==> config.mk <==
export PLATFORM = sky130hd
export DESIGN_NAME = adc_i2c_scanner
export DESIGN_NICKNAME = d
export VERILOG_FILES = /design/src/rtl/adc_i2c_scanner.sv
export SDC_FILE = /design/constraint.sdc
export NUM_CORES = 1
export LEC_CHECK = 0
export CORE_MARGIN = 1.5
export CORE_UTILIZATION = 60
export CTS_BUF_LIST = sky130_fd_sc_hd__clkbuf_8
export CTS_CLUSTER_DIAMETER = 120
export DETAILED_ROUTE_END_ITERATION = 6
export GPL_ROUTABILITY_DRIVEN = 0
export MAX_ROUTING_LAYER = met4
export PLACE_DENSITY_LB_ADDON = 0.15
export SETUP_SLACK_MARGIN = 0.05
export SLEW_MARGIN = 20
export SYNTH_ARGS = -nofsm -noshare
export SYNTH_HDL_FRONTEND = slang
export SYNTH_SLANG_ARGS = --single-unit
==> constraint.sdc <==
create_clock -name clk -period 4.4 [get_ports clk]
set_input_delay 0.88 -clock clk [delete_from_list [all_inputs] [get_ports clk]]
set_output_delay 0.88 -clock clk [all_outputs]
set_load 0.05 [all_outputs]
==> src/rtl/adc_i2c_scanner.sv <==
// I2C master that scans enabled ADC channels: one write-command / repeated-start / 2-byte-read
// transaction per channel. Define ADC_CLK_STRETCH_EN to honour slave clock stretching.
module adc_i2c_scanner #(
  parameter int unsigned CLK_DIV  = 125,
  parameter int unsigned N_CH     = 4,
  parameter int unsigned DATA_W   = 12,
  parameter logic [6:0]  DEV_ADDR = 7'h50,
  localparam int unsigned CH_W    = (N_CH > 1) ? $clog2(N_CH) : 1
) (
  input  logic              clk,
  input  logic              rst,
  input  logic              start,
  input  logic [N_CH-1:0]   ch_mask,
  output logic              busy,
  input  logic              scl_i,
  input  logic              sda_i,
  output logic              scl_oe,
  output logic              sda_oe,
  output logic              sample_valid,
  output logic [CH_W-1:0]   sample_ch,
  output logic [DATA_W-1:0] sample_data,
  output logic              nack_err
);

  typedef enum logic [3:0] {
    IDLE, START, ADDR_W, ACK_A, CMD, ACK_C, RSTART, ADDR_R,
    ACK_R, RD_HI, MACK, RD_LO, NMACK, STOP, NEXT
  } state_t;

  localparam logic [11:0] DIV_MAX = 12'(CLK_DIV - 1);

  state_t          state;
  logic [11:0]     div_cnt;
  logic [1:0]      qtr;
  logic [2:0]      bit_cnt;
  logic [7:0]      tx_byte;
  logic [7:0]      rx_byte;
  logic [7:0]      hi_byte;
  logic            ack_bit;
  logic [2:0]      cur_ch;
  logic [N_CH-1:0] mask_q;
  logic            abort;
  logic            bus_active;
  logic            hold;
  logic            tick;
  logic [3:0]      first_pick;
  logic [3:0]      next_pick;

  // Returns {found, index} of the lowest set bit of m at or above position from.
  function automatic logic [3:0] pick(input logic [N_CH-1:0] m, input int unsigned from);
    logic [3:0] r;
    r = '0;
    for (int unsigned i = N_CH; i > 0; i--)
      if ((i - 1) >= from && m[i - 1]) r = {1'b1, 3'(i - 1)};
    return r;
  endfunction

  function automatic logic [7:0] cmd_of(input logic [2:0] ch);
    if (!ch[2]) return 8'h10 << ch[1:0];
    return {1'b1, ch, 4'b0000};
  endfunction

`ifdef ADC_CLK_STRETCH_EN
  assign hold = qtr[1] & ~scl_i;
`else
  logic scl_unused;
  assign scl_unused = scl_i;
  assign hold       = 1'b0;
`endif

  assign bus_active = (state != IDLE) && (state != NEXT);
  assign tick       = bus_active && (div_cnt == DIV_MAX) && !hold;
  assign first_pick = pick(ch_mask, 0);
  assign next_pick  = pick(mask_q, 32'(cur_ch) + 1);

  always_ff @(posedge clk or posedge rst) begin
    if (rst) begin
      state        <= IDLE;
      div_cnt      <= '0;
      qtr          <= '0;
      bit_cnt      <= '0;
      tx_byte      <= '0;
      rx_byte      <= '0;
      hi_byte      <= '0;
      ack_bit      <= 1'b0;
      cur_ch       <= '0;
      mask_q       <= '0;
      abort        <= 1'b0;
      busy         <= 1'b0;
      scl_oe       <= 1'b0;
      sda_oe       <= 1'b0;
      sample_valid <= 1'b0;
      sample_ch    <= '0;
      sample_data  <= '0;
      nack_err     <= 1'b0;
    end else begin
      sample_valid <= 1'b0;
      nack_err     <= 1'b0;
      if (bus_active && !hold) div_cnt <= tick ? '0 : div_cnt + 12'd1;

      case (state)
        IDLE: begin
          if (start && |ch_mask) begin
            mask_q  <= ch_mask;
            cur_ch  <= first_pick[2:0];
            abort   <= 1'b0;
            busy    <= 1'b1;
            qtr     <= '0;
            div_cnt <= '0;
            state   <= START;
          end
        end

        NEXT: begin
          if (!abort) begin
            sample_valid <= 1'b1;
            sample_ch    <= cur_ch[CH_W-1:0];
            sample_data  <= DATA_W'({hi_byte, rx_byte});
          end
          qtr     <= '0;
          div_cnt <= '0;
          if (abort || !next_pick[3]) begin
            busy  <= 1'b0;
            state <= IDLE;
          end else begin
            cur_ch <= next_pick[2:0];
            state  <= START;
          end
        end

        default: begin
          if (tick) begin
            qtr <= qtr + 2'd1;
            // SCL is low in quarters 0-1 and released in 2-3; START keeps it released and
            // STOP leaves it released on exit so the bus idles high between transactions.
            case (qtr)
              2'd0: begin
                case (state)
                  ADDR_W, CMD, ADDR_R:                        sda_oe <= ~tx_byte[7];
                  ACK_A, ACK_C, ACK_R, RD_HI, RD_LO, NMACK,
                  RSTART:                                     sda_oe <= 1'b0;
                  MACK, STOP:                                 sda_oe <= 1'b1;
                  default: ;
                endcase
              end
              2'd1: begin
                scl_oe <= 1'b0;
                case (state)
                  START:               sda_oe  <= 1'b1;
                  RD_HI, RD_LO:        rx_byte <= {rx_byte[6:0], sda_i};
                  ACK_A, ACK_C, ACK_R: ack_bit <= sda_i;
                  default: ;
                endcase
              end
              2'd2: begin
                if (state == RSTART)    sda_oe <= 1'b1;
                else if (state == STOP) sda_oe <= 1'b0;
              end
              default: begin
                scl_oe <= (state != STOP);
                case (state)
                  START: begin
                    tx_byte <= {DEV_ADDR, 1'b0};
                    bit_cnt <= '0;
                    state   <= ADDR_W;
                  end
                  ADDR_W, CMD, ADDR_R, RD_HI, RD_LO: begin
                    if (bit_cnt == 3'd7) begin
                      bit_cnt <= '0;
                      case (state)
                        ADDR_W:  state <= ACK_A;
                        CMD:     state <= ACK_C;
                        ADDR_R:  state <= ACK_R;
                        RD_HI: begin
                          hi_byte <= rx_byte;
                          state   <= MACK;
                        end
                        default: state <= NMACK;
                      endcase
                    end else begin
                      bit_cnt <= bit_cnt + 3'd1;
                      tx_byte <= {tx_byte[6:0], 1'b0};
                    end
                  end
                  ACK_A, ACK_C, ACK_R: begin
                    if (ack_bit) begin
                      abort    <= 1'b1;
                      nack_err <= 1'b1;
                      state    <= STOP;
                    end else if (state == ACK_A) begin
                      tx_byte <= cmd_of(cur_ch);
                      state   <= CMD;
                    end else if (state == ACK_C) begin
                      state <= RSTART;
                    end else begin
                      state <= RD_HI;
                    end
                  end
                  RSTART: begin
                    tx_byte <= {DEV_ADDR, 1'b1};
                    state   <= ADDR_R;
                  end
                  MACK:    state <= RD_LO;
                  NMACK:   state <= STOP;
                  STOP:    state <= NEXT;
                  default: state <= IDLE;
                endcase
              end
            endcase
          end
        end
      endcase
    end
  end

endmodule

==> results.json <==
{
  "holdPathStages": 1,
  "synth_top_cells_by_area": "dfrtp_1, mux2_2, o21ai_0, ha_1, mux2i_1",
  "area_growth_pct": 13.2,
  "num-nets-final": 368,
  "r2r-end": "tx_byte[4]",
  "relSlewSlack": 0.381,
  "root_buffer": "clkbuf_8",
  "die_y_um": 79.7,
  "cts_buffer_depth": 2,
  "cts_hold_buf": 0,
  "yosysMostFrequentCell": "dfrtp_1",
  "cts_sinks": 67,
  "fmax_mhz": 357,
  "drt_wl_total_mm": 7.11,
  "antenna_found_initial": 0,
  "p_per_area_nw_per_um2": 270,
  "numCtsBuffers": 9,
  "dp.cells": 412,
  "drt_iter0_drc": 166,
  "die_area_um2": 6350,
  "worstHoldStart": "bit_cnt[0]",
  "grt_pass1_vias": 2508,
  "numPortBuffers": 26,
  "outcome": "finished clean",
  "synth_commonest_cells": "dfrtp_1, mux2_2, nor2_1, o21ai_0, nand2_1",
  "r2r_slack_ns": 1.71,
  "synth_ff_type": "dfrtp_1",
  "hold_viol": 0,
  "ys_warn_count": 0,
  "leakage_nw": 1.87,
  "layout_worst_path_cycle_share": 0.636,
  "core_um2": 5570,
  "endpoint_kind": "flip-flop",
  "place_hpwl_mm": 4.89,
  "ioPinCount": 28,
  "viasPerCell": 5.94,
  "synth_top_area_frac": 0.475,
  "worstHoldEndpoint": "bit_cnt[0]",
  "drt_pass1_iterations": 5,
  "r2r_start": "state[1]",
  "grt_max_degree": 48,
  "cts_tree": "built",
  "synth_edf_count": 0,
  "synth_nets": 341,
  "rsz0062_at_grt": "no",
  "grt_pass1_wl_mm": 12.1,
  "clk_latency_ns": 0.35,
  "seq_area_frac_synth": 0.475,
  "ir_drop_mv": 0.231,
  "hold_path.class": "flip-flop to flip-flop",
  "start_kind": "primary input",
  "synthCells": 324,
  "initial_utilization": 0.633,
  "crit_type": "primary input to flip-flop",
  "min_period_ns": 2.80,
  "htree_levels": 3,
  "vias": 2537,
  "yosysUniqueCellTypes": 56,
  "cp.required_ns": 4.63,
  "ys_seq_elements": 67,
  "drc": 0,
  "finalSetupViolCount": 0,
  "cts_resized": 0,
  "maxCapViolations": 0,
  "finalNonFillerCells": 427,
  "antennaDiodeCount": 0,
  "rows": 27,
  "skew_ns": 0.00990,
  "cts_setup_buffers": 0,
  "track_usage": 0.257,
  "critPathMaxFanout": 4,
  "async_reset_ff_frac": 1.00,
  "wl_per_cell_um": 16.6,
  "r2r_cells": 5,
  "arrival_ns": 3.03,
  "finalSetupTns_ns": 0,
  "grt_overflow": 0,
  "clk_pin_slew_ns": 0.07,
  "syn_avg_cell_area_um2": 10.9,
  "yosysTopAreaCell": "dfrtp_1",
  "die_w_um": 79.7,
  "ant_nets": 0,
  "syn_area_um2": 3530,
  "worstMarginPinSlew_ns": 0.927,
  "drive_gt1_frac": 0.194,
  "maxSlewViolCount": 0
}
-- layout make-up --
class	instances	area (µm²)
Timing Repair Buffer	28	275
Inverter	19	71.3
Clock buffer	9	124
Multi-Input combinational cell	226	1720
Sequential cell	67	1680
Clock inverter	6	35.0
Tap cell	72	90.1
Fill cell	398	1580
-- logic make-up after synthesis --
group,synth area share
multiplexers,0.159
buffers and inverters,0.0372
XOR/XNOR,0.0273
adder cells (fa/ha/maj),0.0340
flip-flops,0.475
AND/OR/NAND/NOR,0.149
AO/OA/AOI/OAI,0.119
-- layout by cell type (no fill, tap or decap), drive strengths merged, types with 9 or more instances in the layout --
| master | n |
|---|---|
| mux2 | 40 |
| nor2 | 22 |
| mux2i | 9 |
| clkdlybuf4s50 | 26 |
| a21oi | 11 |
| clkbuf | 9 |
| o21ai | 23 |
| nand2 | 20 |
| dfrtp | 67 |
| inv | 20 |
-- worst max path at each step --
stage | from | depth (start not counted) | endpoint | slack (ns)
after floorplan | rst | 1 | abort | 1.84
after global placement | ch_mask[0] | 6 | state[1] | 1.33
after detailed placement | ch_mask[0] | 6 | state[1] | 1.29
after CTS | ch_mask[0] | 6 | state[1] | 1.66
after global routing | state[3] | 5 | qtr[0] | 1.48
final | ch_mask[0] | 6 | state[1] | 1.60
-- metal layers --
layer / global-route usage / wire length [µm] / vias to the layer above
met2: 0.392 / 3410 / 51
met3: 0.0503 / 348 / 13
met5: - / 0 / -
met4: 0.100 / 95 / 0
li1: - / - / 1214
met1: 0.340 / 3260 / 1259
-- worst max-delay path: stages --
cell and delay (ns):
clkdlybuf4s50_1 0.44, o41ai_1 0.73, nand3_1 0.28, o21ai_0 0.26, a31oi_4 0.10, mux2_1 0.34
-- state kept, by name, summed over array words and instances (netlist names), 2 cells and up --
| register | cells |
|---|---|
| state | 4 |
| hi_byte | 4 |
| div_cnt | 12 |
| cur_ch | 2 |
| bit_cnt | 3 |
| tx_byte | 8 |
| sample_data | 12 |
| mask_q | 3 |
| rx_byte | 8 |
| sample_ch | 2 |
| qtr | 2 |
-- power breakdown --
group	total [mW]	switching [mW]	internal [mW]
clock network	0.429	0.232	0.197
registers	0.622	0.00338	0.619
logic	0.0281	0.0172	0.0109
total	1.08	0.253	0.826
-- metrics by stage --
stage               cell area (µm²)  total power, mW  hold slack, ns  setup WS (ns)  utilization
floorplan                      3530            0.649           0.447           1.84            -
global placement               3830            0.663           0.467           1.33        0.688
detailed placement             3830            0.663           0.477           1.29        0.688
CTS                            3990             1.09           0.487           1.66        0.716
global route                   3990             1.12           0.524           1.48        0.716
finish                         3990             1.08           0.496           1.60        0.716
Power figures use the tool's default switching activity.
